[src/rtl/mem_arbiter.sv]
// mem_arbiter: shares one single-port memory between the fetch stage (read-only)
// and the memory stage (read/write). Each granted request is forwarded to the
// memory port. The arbiter waits for m_ack or a timeout, then answers with a
// one-cycle ack and registered read data. Contention alternates between the
// two ports, starting with data after reset.
module mem_arbiter #(
   parameter int AW      = 32,
   parameter int DW      = 32,
   parameter int TIMEOUT = 255
) (
   input  logic          clk,
   input  logic          rst,
   input  logic          if_req,
   input  logic [AW-1:0] if_addr,
   output logic [DW-1:0] if_rdata,
   output logic          if_ack,
   input  logic          d_req,
   input  logic          d_we,
   input  logic [AW-1:0] d_addr,
   input  logic [DW-1:0] d_wdata,
   output logic [DW-1:0] d_rdata,
   output logic          d_ack,
   output logic          m_req,
   output logic          m_we,
   output logic [AW-1:0] m_addr,
   output logic [DW-1:0] m_wdata,
   input  logic [DW-1:0] m_rdata,
   input  logic          m_ack,
   output logic          stall,
   output logic          bus_err
);

   typedef enum logic [1:0] {IDLE, BUSY, RESP} state_t;

   // Final counter value before abort; m_req is then high for exactly TIMEOUT cycles.
   localparam logic [7:0] CNT_LAST = 8'(TIMEOUT - 1);

   state_t        state;
   state_t        state_nxt;
   logic          last_grant;   // 0 = fetch, 1 = data
   logic          gnt_data;     // port owning the current transfer (1 = data)
   logic          err;          // current transfer timed out
   logic [7:0]    cnt;
   logic          any_req;
   logic          grant_data;
   logic          timeout_hit;
   logic [DW-1:0] capture_val;

   assign any_req     = if_req | d_req;
   // Data wins when it is alone, or when both request and fetch was served last.
   assign grant_data  = d_req & (~if_req | ~last_grant);
   assign timeout_hit = (cnt == CNT_LAST);
   // Writes return zero read data.
   assign capture_val = m_we ? '0 : m_rdata;
   assign stall       = (if_req & ~if_ack) | (d_req & ~d_ack);

   // State register.
   always_ff @(posedge clk) begin
      if (rst) state <= IDLE;
      else     state <= state_nxt;
   end

   // Next-state and ack decode; acks and bus_err are only active in RESP.
   always_comb begin
      state_nxt = state;
      if_ack    = 1'b0;
      d_ack     = 1'b0;
      bus_err   = 1'b0;
      case (state)
         IDLE: if (any_req) state_nxt = BUSY;
         BUSY: if (m_ack || timeout_hit) state_nxt = RESP;
         RESP: begin
            if_ack    = ~gnt_data;
            d_ack     = gnt_data;
            bus_err   = err;
            state_nxt = IDLE;
         end
         default: state_nxt = IDLE;
      endcase
   end

   // Memory port, read data, timeout counter and arbitration history.
   always_ff @(posedge clk) begin
      if (rst) begin
         m_req      <= 1'b0;
         m_we       <= 1'b0;
         m_addr     <= '0;
         m_wdata    <= '0;
         if_rdata   <= '0;
         d_rdata    <= '0;
         cnt        <= '0;
         err        <= 1'b0;
         gnt_data   <= 1'b0;
         last_grant <= 1'b0;
      end else begin
         case (state)
            IDLE: begin
               if (any_req) begin
                  m_req      <= 1'b1;
                  gnt_data   <= grant_data;
                  last_grant <= grant_data;
                  cnt        <= '0;
                  err        <= 1'b0;
                  if (grant_data) begin
                     m_we    <= d_we;
                     m_addr  <= d_addr;
                     m_wdata <= d_wdata;
                  end else begin
                     m_we    <= 1'b0;
                     m_addr  <= if_addr;
                     m_wdata <= '0;
                  end
               end
            end
            BUSY: begin
               if (m_ack) begin
                  m_req <= 1'b0;
                  if (gnt_data) d_rdata  <= capture_val;
                  else          if_rdata <= capture_val;
               end else if (timeout_hit) begin
                  m_req <= 1'b0;
                  err   <= 1'b1;
                  if (gnt_data) d_rdata  <= '0;
                  else          if_rdata <= '0;
               end else begin
                  cnt <= cnt + 8'd1;
               end
            end
            RESP: err <= 1'b0;
            default: ;
         endcase
      end
   end

endmodule

[config.mk]
export PLATFORM = sky130hd
export DESIGN_NAME = mem_arbiter
export DESIGN_NICKNAME = d
export VERILOG_FILES = /design/src/rtl/mem_arbiter.sv
export SDC_FILE = /design/constraint.sdc
export NUM_CORES = 1
export LEC_CHECK = 0
export ABC_CLOCK_PERIOD_IN_PS = 1900
export CAP_MARGIN = 20
export CORE_MARGIN = 2
export CORE_UTILIZATION = 41
export CTS_CLUSTER_SIZE = 40
export DETAILED_ROUTE_END_ITERATION = 12
export PLACE_DENSITY_LB_ADDON = 0.1
export SYNTH_ARGS = -nofsm -noshare
export SYNTH_HDL_FRONTEND = slang
export SYNTH_SLANG_ARGS = --single-unit
[constraint.sdc]
create_clock -name clk -period 1.9 [get_ports clk]
set_input_delay 0.475 -clock clk [delete_from_list [all_inputs] [get_ports clk]]
set_output_delay 0.475 -clock clk [all_outputs]
set_load 0.05 [all_outputs]
==> implementation parameters, run 1 <==
Parameter                              Value

Synthesis
  EDFF count, synth    0
  Number of instances in the synthesized netlist    589
  Count of cell types in the netlist    45
  Netlist area before placement    0.00568 sq mm
  Synthesis-stage register bit count    142
  Sequential share of the synthesized area    0.501
  Mapped Nets    725
  Most frequent cells after synthesis    142 x dfxtp_1, 102 x nand2_1, 97 x mux2i_1, 71 x nor2_1
  Most instantiated library cell after synthesis    dfxtp_1
  Top area cells in the synthesized netlist    dfxtp_1 50%, mux2i_1 17%, nand2_1 6.7%
  Async SR Flop Fraction    0
  Area share of the largest cell type after synthesis    0.501
  Synthesis warning total    0
  Cell type contributing the most total cell area after synthesis    dfxtp_1
  Leading register cell type out of synthesis    dfxtp_1
  Synth Area per Inst    9.64 sq um

STA
  Final count of pins violating max slew    0
  Hold violation total from the final report    0
  Worst-Margin Slew    0.371 ns
  Final-report setup violation count    0
  Period Utilization, post-route    0.976
  Final Critical Period    1.85 ns
  Clock skew    0.00687 ns
  RSZ-0062 raised after global routing    yes
  Slew HR    0.751
  Highest clock rate    0.539 GHz

Worst setup path
  Data arrival, critical path    1.38 ns
  Master of the slowest instance on the critical path    dfxtp_4
  Worst r2r src    cnt[0]$_SDFFE_PP0P_
  Crit path largest cell delay    0.35 ns
  Worst reg2reg setup slack    0.18 ns
  Depth of the worst register-to-register path    7
  Reg-to-reg endpoint    if_rdata[18]$_SDFFE_PP0P_
  CP Data Required Time    1.42 ns
  Type of the worst setup path    reg -> out
  CP Capture Type    output port
  CP Max Fanout    3
  Ordered cell list for the critical path    buf_6 -> nor3_4 -> o22ai_2 -> buf_12
  CP startpoint kind    register

Global route
  Total Routing Usage GR    0.209
  First-pass GRT wire length    24.4 mm
  Antenna violations before repair    0
  Total global routing overflow    0
  Number of global-route vias before repair    5212
  Maximum number of pins on one net before global-route repair    65

Hold path
  Endpoint, Worst Hold    cnt[3]$_SDFFE_PP0P_
  Worst min-delay path class    in -> reg
  Startpoint of the tightest hold check path    rst
  Hold-critical path depth    2

Final layout
  N_diodes    0
  Area of combinational cells with multiple inputs    0.00263 sq mm
  Sequential standard cell area    0.00285 sq mm
  Area delta synth->final    60.0%
  Ratio of cells with drive above 1 in the final layout    0.252
  NumNets Final    995
  Layout filler cell count    1071
  Share of the core filled with cells in the final layout    0.678
  Final cell count without fillers    1048

Detailed routing
  Number of vias in the routed layout    5199
  Via-per-instance ratio    4.96
  Wire length reported by the detailed router    16.0 mm
  DR WL/cell    15.2 um
  1st-iter DRT viols    242
  Antenna violation net count after detailed routing    0
  First-pass DRT Iterations    4
  DRC violations left    0

Clocking
  Number of buffers on the longest clock path    2
  CTS clock-pin slew for the worst setup and hold paths    0.06 ns
  H-Tree Level Count    4
  Total CTS buffers    17
  Clock latency on the worst-skew pair    0.41 ns
  Clock tree from TritonCTS    built
  Post-CTS Hold Buffers    0
  # clock sinks    142
  CTS Root Cell    clkbuf_16

Floorplan
  Number of rows in the core area    42
  Initial Util    0.424
  IO Count    268
  Die area    0.0148 sq mm
  Die span in x    122 um
  Die height    122 um
  Floorplan Core Area    0.0134 sq mm

Placed design
  Hpwl dp    11.8 mm
  Placer Congestion    0.758
  Count of input and output buffers    267
  Cell count after placement    1012

Power and ir drop
  Leakage power    3.97 nW
  Worst vdd ir    0.000587 V
  Power density relative to cell area    934 mW/mm^2

Status
  Outcome    finished, final reports clean

Run
  Max Cap Viol    0
==> where the power goes <==
part           switching [mW]  internal [mW]
logic                    1.03          0.716
registers              0.0970           3.14
clock network            1.21           2.29
==> layout by cell type, fill, tap and decap left out, types with 4 or more instances in the layout <==
master	synthesis	layout
buf_4	6	150
dfxtp_1	142	139
clkdlybuf4s50_1	0	131
nand2_1	102	102
mux2i_1	97	97
nor2_1	71	71
a211oi_1	33	33
a22oi_1	33	33
clkbuf_16	0	18
buf_12	0	11
nand3_1	8	8
a21oi_1	7	7
inv_1	7	4
bufinv_16	0	4
clkinv_2	0	4
==> worst max-delay path by stage <==
stage	endpoint	slack, ns	start	cells after the start
3_5_place_dp	m_addr[13]$_SDFFE_PP0P_	-0.20	if_req	6
6_report	stall	0.05	gnt_data$_SDFFE_PP0P_	4
5_1_grt	stall	-0.01	gnt_data$_SDFFE_PP0P_	4
3_3_place_gp	stall	-0.16	if_req	4
4_1_cts	stall	0.009	gnt_data$_SDFFE_PP0P_	4
2_1_floorplan	stall	-0.20	state[1]$_SDFFE_PP0P_	3
==> critical path, delay by kind of cell, from the launching register on <==
family	cells	cell delay, ns
compound gates	1	0.12
buf+inv	2	0.28
flops	1	0.35
simple gates	1	0.22
==> what timing repair did <==
item	CTS	global route
cloned	0	1
endpoints found under the hold margin	0	0
setup buffers	2	1
setup endpoints to repair	2	13
pin swaps	3	0
gates resized for setup	10	2
==> logic make-up (layout without fill, tap and decap cells) <==
group / after synthesis / count (layout) / share of synthesized area
AND/OR/NAND/NOR: 203 / 203 / 0.153
adder cells (fa/ha/maj): 2 / 2 / 0.00441
buffers and inverters: 54 / 337 / 0.0503
multiplexers: 97 / 97 / 0.171
AO/OA/AOI/OAI: 91 / 91 / 0.120
flip-flops: 142 / 142 / 0.501
==> through the flow <==
step / setup WS, ns / hold WS [ns] / TNS, ns / total power, mW / instance area, sq um
2_1_floorplan: -0.197 / 0.467 / -0.197 / 4.31 / 5700
3_3_place_gp: -0.157 / 0.443 / -4.97 / 5.00 / 8370
3_5_place_dp: -0.196 / 0.452 / -7.95 / 5.03 / 8370
4_1_cts: 0.00911 / 0.339 / 0 / 8.54 / 9040
5_1_grt: -0.0140 / 0.357 / -0.0140 / 8.78 / 9080
6_report: 0.0450 / 0.353 / 0 / 8.48 / 9080
==> flip-flops by register name (all words and copies together) (netlist names), 2 cells and up <==
register,cells
cnt,8
d_rdata,32
if_rdata,32
m_addr,32
m_wdata,32
state,2
==> metal layers <==
metal | GRT usage | routed length [um]
met1 | 0.238 | 6580
met2 | 0.371 | 8000
met3 | 0.0571 | 1110
met4 | 0.0783 | 288
met5 | 0 | 0
==> layout make-up <==
type | instances | area share
multi-input combinational | 393 | 0.289
timing repair buffer | 298 | 0.301
sequential | 142 | 0.314
inverter | 7 | 0.00289
tap | 176 | 0.0242
clock buffer | 21 | 0.0518
clock inverter | 11 | 0.0179
No activity file was read; power rests on OpenSTA's default activity.
==> run 2: changes to the inputs <==
CORE_ASPECT_RATIO = 1.25   (was not set)
==> run 2 against run 1 <==
  * Clock skew rose by 0.0024 ns
  * Sequential share of layout area decreased by 0.060 points
  * Wire length increased by 1.9%
  * Hold slack improved by 0.10 ns
  * Cell area grew 0.19%
  * First-iteration DRC count grew 5.0%
  * Utilization down 1.3 points
  * Critical path type unchanged
  * Critical endpoint unchanged
==> implementation parameters, run 2 (same netlist as run 1, synthesis figures left out) <==
Parameter                              Value

Detailed routing
  Number of vias in the routed layout    5238 (was 5199)
  Antenna violation net count after detailed routing    0 (unchanged)
  Wire length reported by the detailed router    16.3 mm (was 16.0 mm)
  First-pass DRT Iterations    4 (unchanged)
  1st-iter DRT viols    254 (was 242)
  DRC violations left    0 (unchanged)
  DR WL/cell    15.6 um (was 15.2 um)
  Via-per-instance ratio    5.01 (was 4.96)

Global route
  Total Routing Usage GR    0.214 (was 0.209)
  Antenna violations before repair    1 (was 0)
  Maximum number of pins on one net before global-route repair    66 (was 65)
  Number of global-route vias before repair    5255 (was 5212)
  First-pass GRT wire length    25.1 mm (was 24.4 mm)
  Total global routing overflow    0 (unchanged)

Power and ir drop
  Leakage power    3.98 nW (was 3.97 nW)
  Share of total power in sequential cells    0.371 (was 0.381)
  Total internal power    6.31 mW (was 6.14 mW)
  Power density relative to cell area    957 mW/mm^2 (was 934 mW/mm^2)
  Worst vdd ir    0.000525 V (was 0.000587 V)
  Clock Power Share    0.430 (was 0.413)
  Net switching power    2.40 mW (was 2.34 mW)
  Final Power    8.71 mW (was 8.48 mW)
  Switching portion of total power    0.276 (about the same)
  Comb power frac    0.199 (was 0.206)

Worst setup path
  Master of the slowest instance on the critical path    dfxtp_2 (was dfxtp_4)
  Crit path largest cell delay    0.48 ns (was 0.35 ns)
  CP Data Required Time    1.42 ns (about the same)
  Worst reg2reg setup slack    0.11 ns (was 0.18 ns)
  Depth of the worst register-to-register path    8 (was 7)
  Type of the worst setup path    reg -> out (unchanged)
  CP Capture Type    output port (unchanged)
  Reg-to-reg endpoint    d_rdata[13]$_SDFFE_PP0P_ (was if_rdata[18]$_SDFFE_PP0P_)
  Data arrival, critical path    1.37 ns (was 1.38 ns)
  Ordered cell list for the critical path    nor3_4 -> o22ai_2 -> buf_12 (was buf_6 -> nor3_4 -> o22ai_2 -> buf_12)
  CP startpoint kind    register (unchanged)
  CP Max Fanout    8 (was 3)
  Worst r2r src    cnt[0]$_SDFFE_PP0P_ (unchanged)

Run
  Max Cap Viol    0 (unchanged)

Placed design
  Placer Congestion    0.809 (was 0.758)
  Hpwl dp    11.8 mm (about the same)
  Placement Setup Slack    -0.215 ns (was -0.196 ns)
  Count of input and output buffers    267 (unchanged)

Floorplan
  Floorplan Core Area    0.0137 sq mm (was 0.0134 sq mm)
  Die height    136 um (was 122 um)
  IO Count    268 (unchanged)
  Die area    0.0148 sq mm (about the same)
  Number of rows in the core area    48 (was 42)
  Die span in x    109 um (was 122 um)
  Initial Util    0.415 (was 0.424)

STA
  Final TNS setup    0 ns (unchanged)
  Period Utilization, post-route    0.972 (was 0.976)
  Final count of pins violating max slew    0 (unchanged)
  Setup WS post-layout    0.0529 ns (was 0.0450 ns)
  Slew HR    0.723 (was 0.751)
  Final hold slack    0.458 ns (was 0.353 ns)
  Highest clock rate    0.541 GHz (was 0.539 GHz)
  Final-report setup violation count    0 (unchanged)
  Hold violation total from the final report    0 (unchanged)
  Worst-Margin Slew    0.416 ns (was 0.371 ns)
  Clock skew    0.00927 ns (was 0.00687 ns)
  Final Critical Period    1.85 ns (about the same)

Final layout
  Share of the core filled with cells in the final layout    0.665 (was 0.678)
  NumNets Final    992 (was 995)
  Leading cell type in the layout, fill and taps excluded    buf_4 (unchanged)
  Ratio of cells with drive above 1 in the final layout    0.247 (was 0.252)
  Area delta synth->final    60.3% (was 60.0%)
  Most frequent cells in the layout    149 x buf_4, 139 x dfxtp_1, 130 x clkdlybuf4s50_1 (was 150 x buf_4, 139 x dfxtp_1, 131 x clkdlybuf4s50_1)

Status
  Outcome    finished, final reports clean (unchanged)

Hold path
  Startpoint of the tightest hold check path    d_rdata[7]$_SDFFE_PP0P_ (was rst)
  Hold-critical path depth    2 (unchanged)
  Worst min-delay path class    reg -> reg (was in -> reg)
  Endpoint, Worst Hold    d_rdata[7]$_SDFFE_PP0P_ (was cnt[3]$_SDFFE_PP0P_)

Clocking
  Post-CTS Hold Buffers    0 (unchanged)
  # clock sinks    142 (unchanged)
  Total CTS buffers    17 (unchanged)
  CTS Root Cell    clkbuf_16 (unchanged)
  CTS clock-pin slew for the worst setup and hold paths    0.06 ns (about the same)
  Clock tree from TritonCTS    built (unchanged)
  H-Tree Level Count    4 (unchanged)
  Number of buffers on the longest clock path    2 (unchanged)
  Clock latency on the worst-skew pair    0.41 ns (about the same)
[run 2: cell count changes in the layout (fill, tap and decap cells not counted), sizes merged]
cell           change
buf                -3
bufinv             +2
clkbuf             -2
clkdlybuf4s50      -1
clkinv             -1
clkinvlp           -1
diode              +1
dlymetal6s2s       +1
inv                +2
[run 2: what timing repair did]
action,in CTS,in global routing
endpoints found under the setup margin,1,6
resized for setup,5,4
gates cloned,0,1
pin swaps,3,4
setup buffers,3,2
[run 2: worst max-delay path by stage]
stage                          start                       to  slack, ns
5_1_grt          cnt[0]$_SDFFE_PP0P_  d_rdata[3]$_SDFFE_PP0P_     -0.001
3_5_place_dp                  if_req  m_addr[26]$_SDFFE_PP0P_      -0.22
3_3_place_gp                  if_req                    stall      -0.15
4_1_cts        state[1]$_SDFFE_PP0P_                    stall     0.0006
2_1_floorplan  state[1]$_SDFFE_PP0P_                    stall      -0.20
6_report       state[0]$_SDFFE_PP0P_                    stall       0.05
[run 2: per-layer routing]
layer  track usage  share of wire  vias to the layer above
met5             0              0                        -
met3        0.0625          0.069                       29
met2         0.374           0.51                      193
li1              -              -                     2572
met4        0.0872          0.029                        0
met1         0.241           0.39                     2444
[run 2: cell type report]
type / instances / area (sq um)
Sequential cell: 142 / 2850
Multi-Input combinational cell: 393 / 2630
Fill cell: 1095 / 4590
Timing Repair Buffer: 295 / 2710
Antenna cell: 1 / 2.50
Clock buffer: 19 / 433
Clock inverter: 13 / 235
Inverter: 7 / 26.3
Tap cell: 175 / 219
[run 2: per-stage QoR]
step | area, sq um | cells
finish | 9100 | 1045
global route | 9100 | 1045
CTS | 9040 | 1041
detailed placement | 8340 | 1007
global placement | 8340 | 1007
floorplan | 5700 | 589
[run 2: worst max-delay path: cells and delay by family, from the launching register on]
kind | cells | cell delay (ns)
buf+inv | 1 | 0.17
flops | 1 | 0.48
compound gates | 1 | 0.23
simple gates | 1 | 0.09
[run 2: power groups by stage]
| stage | Sequential [mW] | Clock, mW | Combinational (mW) |
|---|---|---|---|
| final | 3.23 | 3.75 | 1.73 |
| after global routing | 3.25 | 3.95 | 1.84 |
| after CTS | 3.23 | 3.81 | 1.73 |
| after detailed placement | 3.29 | 0 | 1.73 |
| after global placement | 3.29 | 0 | 1.70 |
| after floorplan | 3.79 | 0 | 0.518 |
==> run 3: changes to the inputs <==
ABC_AREA = 1   (was not set)
CORE_UTILIZATION = 42   (was 41)
SETUP_SLACK_MARGIN = 0.2   (was not set)
TNS_END_PERCENT = 50   (was not set)
==> run 3 against run 2 <==
  * Synthesized cell count is 49% higher
  * Hold slack better by 0.0048 ns
  * Clock power down 8.3%
  * Sequential share of layout area is 1.5 points lower
  * Die area rose by 2.2%
  * First-iteration DRC count up 78%
  * Total power is 2.1% higher
==> implementation parameters, run 3 <==
Parameter                              Value

Synthesis
  Synthesis-stage register bit count    142 (unchanged)
  Synthesis warning total    0 (unchanged)
  Synth Area per Inst    6.80 sq um (was 9.64 sq um)
  Leading register cell type out of synthesis    dfxtp_1 (unchanged)
  Compound-cell area share of the yosys netlist    0.101 (was 0.120)
  Synthesized-area fraction occupied by and/or/nand/nor cells    0.332 (was 0.153)
  Most instantiated library cell after synthesis    nand2_1 (was dfxtp_1)
  XOR/XNOR share of the synthesized area    0 (unchanged)
  Cell type contributing the most total cell area after synthesis    dfxtp_1 (unchanged)
  Number of instances in the synthesized netlist    875 (was 589)
  Fraction of synthesized area in multiplexers    0 (was 0.171)
  Largest family of logic cells by synthesized area    simple AND/OR/NAND/NOR gates (was multiplexers)
  Most frequent cells after synthesis    285 x nand2_1, 154 x nor2_1, 142 x dfxtp_1, 64 x inv_1, 48 x nand3_1 (was 142 x dfxtp_1, 102 x nand2_1, 97 x mux2i_1, 71 x nor2_1)
  Mapped Nets    1011 (was 725)
  Top area cells in the synthesized netlist    dfxtp_1 48%, nand2_1 18%, nor2_1 9.7% (was dfxtp_1 50%, mux2i_1 17%, nand2_1 6.7%)
  Sequential share of the synthesized area    0.478 (was 0.501)
  EDFF count, synth    0 (unchanged)
  Area share of the largest cell type after synthesis    0.478 (was 0.501)
  Netlist area before placement    0.00595 sq mm (was 0.00568 sq mm)
  Count of cell types in the netlist    24 (was 45)
  Async SR Flop Fraction    0 (unchanged)
  Adder-cell share of the synthesized area    0.00421 (was 0.00441)

Hold path
  Hold-critical path depth    2 (unchanged)
  Startpoint of the tightest hold check path    m_wdata[13]$_SDFFE_PP0P_ (was d_rdata[7]$_SDFFE_PP0P_)
  Worst min-delay path class    reg -> reg (unchanged)
  Endpoint, Worst Hold    m_wdata[13]$_SDFFE_PP0P_ (was d_rdata[7]$_SDFFE_PP0P_)

Worst setup path
  Reg-to-reg endpoint    cnt[7]$_SDFFE_PP0P_ (was d_rdata[13]$_SDFFE_PP0P_)
  Data arrival, critical path    1.39 ns (was 1.37 ns)
  Ordered cell list for the critical path    clkdlybuf4s50_1 -> inv_1 -> o21ai_4 -> buf_8 (was nor3_4 -> o22ai_2 -> buf_12)
  Depth of the worst register-to-register path    11 (was 8)
  CP Capture Type    output port (unchanged)
  Worst r2r src    state[0]$_SDFFE_PP0P_ (was cnt[0]$_SDFFE_PP0P_)
  Stages on the worst setup path    4 (was 3)
  Family of cells with the greatest summed delay on the critical path    buffers and inverters (was flip-flops)
  CP Data Required Time    1.42 ns (about the same)
  Worst reg2reg setup slack    0.26 ns (was 0.11 ns)
  CP startpoint kind    input pin (was register)
  CP Max Fanout    2 (was 8)
  Type of the worst setup path    in -> out (was reg -> out)
  Crit path largest cell delay    0.47 ns (was 0.48 ns)
  Crit path buffers/inverters    3 (was 1)
  Master of the slowest instance on the critical path    clkdlybuf4s50_1 (was dfxtp_2)

Detailed routing
  Number of vias in the routed layout    6405 (was 5238)
  1st-iter DRT viols    452 (was 254)
  Wire length reported by the detailed router    19.0 mm (was 16.3 mm)
  Via-per-instance ratio    4.77 (was 5.01)
  Antenna violation net count after detailed routing    0 (unchanged)
  DRC violations left    0 (unchanged)
  DR WL/cell    14.1 um (was 15.6 um)
  First-pass DRT Iterations    5 (was 4)

Floorplan
  IO Count    268 (unchanged)
  Die height    137 um (was 136 um)
  Initial Util    0.431 (was 0.415)
  Die area    0.0151 sq mm (was 0.0148 sq mm)
  Number of rows in the core area    48 (unchanged)
  Floorplan Core Area    0.0138 sq mm (was 0.0137 sq mm)
  Die span in x    110 um (was 109 um)

Final layout
  Ratio of cells with drive above 1 in the final layout    0.201 (was 0.247)
  Leading cell type in the layout, fill and taps excluded    nand2_1 (was buf_4)
  Share of the core filled with cells in the final layout    0.691 (was 0.665)
  Layout filler cell count    1209 (was 1095)
  Area delta synth->final    60.5% (was 60.3%)
  Final cell area excluding filler cells    0.00955 sq mm (was 0.00910 sq mm)
  NumNets Final    1292 (was 992)
  Most frequent cells in the layout    284 x nand2_1, 164 x buf_4, 150 x nor2_1 (was 149 x buf_4, 139 x dfxtp_1, 130 x clkdlybuf4s50_1)

Clocking
  Number of buffers on the longest clock path    2 (unchanged)
  Total CTS buffers    17 (unchanged)
  # clock sinks    142 (unchanged)
  Clock latency on the worst-skew pair    0.41 ns (about the same)
  CTS clock-pin slew for the worst setup and hold paths    0.05 ns (was 0.06 ns)
  CTS Root Cell    clkbuf_16 (unchanged)
  Clock tree from TritonCTS    built (unchanged)
  H-Tree Level Count    4 (unchanged)
  Post-CTS Hold Buffers    0 (unchanged)

STA
  Slew HR    0.699 (was 0.723)
  Worst-Margin Slew    0.451 ns (was 0.416 ns)
  Period Utilization, post-route    0.981 (was 0.972)
  Final Critical Period    1.86 ns (was 1.85 ns)
  Final count of pins violating max slew    0 (unchanged)
  Final-report setup violation count    0 (unchanged)
  RSZ-0062 raised after global routing    yes
  Final TNS setup    0 ns (unchanged)
  Setup WS post-layout    0.0363 ns (was 0.0529 ns)
  Hold violation total from the final report    0 (unchanged)
  Highest clock rate    0.537 GHz (was 0.541 GHz)
  Clock skew    0.0124 ns (was 0.00927 ns)

Global route
  Number of global-route vias before repair    6044 (was 5255)
  Total global routing overflow    0 (unchanged)
  Maximum number of pins on one net before global-route repair    44 (was 66)
  Antenna violations before repair    0 (was 1)
  First-pass GRT wire length    29.0 mm (was 25.1 mm)
  Total Routing Usage GR    0.238 (was 0.214)

Placed design
  Hpwl dp    13.7 mm (was 11.8 mm)
  Placer Congestion    0.821 (was 0.809)
  Count of input and output buffers    267 (unchanged)
  Placement Cell Area    0.00875 sq mm (was 0.00834 sq mm)
  Placement Setup Slack    -0.127 ns (was -0.215 ns)

Run
  Max Cap Viol    0 (unchanged)

Power and ir drop
  Worst vdd ir    0.000457 V (was 0.000525 V)
  Leakage power    4.51 nW (was 3.98 nW)
  Power density relative to cell area    932 mW/mm^2 (was 957 mW/mm^2)
  Final Power    8.90 mW (was 8.71 mW)

Status
  Outcome    finished, final reports clean (unchanged)
-- run 3: cell types whose count changed in the layout (fill, tap and decap cells not counted), sizes merged, moves of 32 or more --
cell,previous run,this run
a21oi,7,42
mux2i,97,0
nand3,9,49
nand2,102,288
o21ai,5,37
nor2,72,155
a22oi,33,0
inv,9,70
a211oi,33,0
-- run 3: power by group --
group | switching, mW | internal [mW] | total (mW)
Combinational | 1.35 | 0.813 | 2.16
Sequential | 0.117 | 3.18 | 3.30
Clock | 1.29 | 2.15 | 3.44
-- run 3: worst max-delay path by stage --
stage                                      from                  endpoint  slack (ns)
after floorplan           state[1]$_SDFFE_PP0P_                   bus_err        0.14
after global placement                   if_req       cnt[7]$_SDFFE_PP0P_       -0.06
after detailed placement                 if_req  m_wdata[24]$_SDFFE_PP0P_       -0.13
after CTS                 state[0]$_SDFFE_PP0P_                     stall        0.02
after global routing      state[0]$_SDFFE_PP0P_                     stall       -0.02
final                                     d_req                     stall        0.04
-- run 3: kinds of logic (layout without fill, tap and decap cells) --
family	count (synthesis)	count (layout)
DFF	142	142
adders and majority gates	2	2
other	0	1
buffers and inverters	122	415
AOI/OAI and AO/OA	111	111
and+or+nand+nor	498	498
-- run 3: layout make-up --
type / instances / area (sq um) / share of cell area
repair buffers: 317 / 2940 / 0.308
inverters: 67 / 251 / 0.0263
diodes: 1 / 2.50 / 0.000262
clock buffers: 20 / 457 / 0.0478
multi-input cells: 611 / 2680 / 0.280
flip-flops and latches: 142 / 2850 / 0.298
clock inverters: 11 / 156 / 0.0164
well taps: 175 / 219 / 0.0229
-- run 3: timing repair --
action / in CTS / in global routing
setup endpoints to repair: 4 / 89
pin swaps: 1 / 7
gates cloned: 0 / 2
setup buffers: 1 / 8
hold endpoints to repair: 0 / 0
resized for setup: 7 / 12
-- run 3: stage by stage --
| step | instances | hold slack (ns) |
|---|---|---|
| finish | 1344 | 0.462 |
| global route | 1343 | 0.483 |
| CTS | 1333 | 0.465 |
| detailed placement | 1301 | 0.455 |
| global placement | 1301 | 0.448 |
| floorplan | 875 | 0.439 |
-- run 3: worst reg2reg max path: cells and delay by family (launching register included) --
kind | cells | cell delay [ns]
buf+inv | 5 | 0.61
flops | 1 | 0.34
simple gates | 6 | 0.58
-- run 3: per-layer routing --
metal  vias to the layer above  track usage  wire (um)  share of wire
met2                       236        0.431       9780           0.52
met5                         -            0          0              0
met4                         0       0.0813        420          0.022
li1                       3297            -          -              -
met1                      2850        0.261       7300           0.38
met3                        22       0.0841       1460          0.077
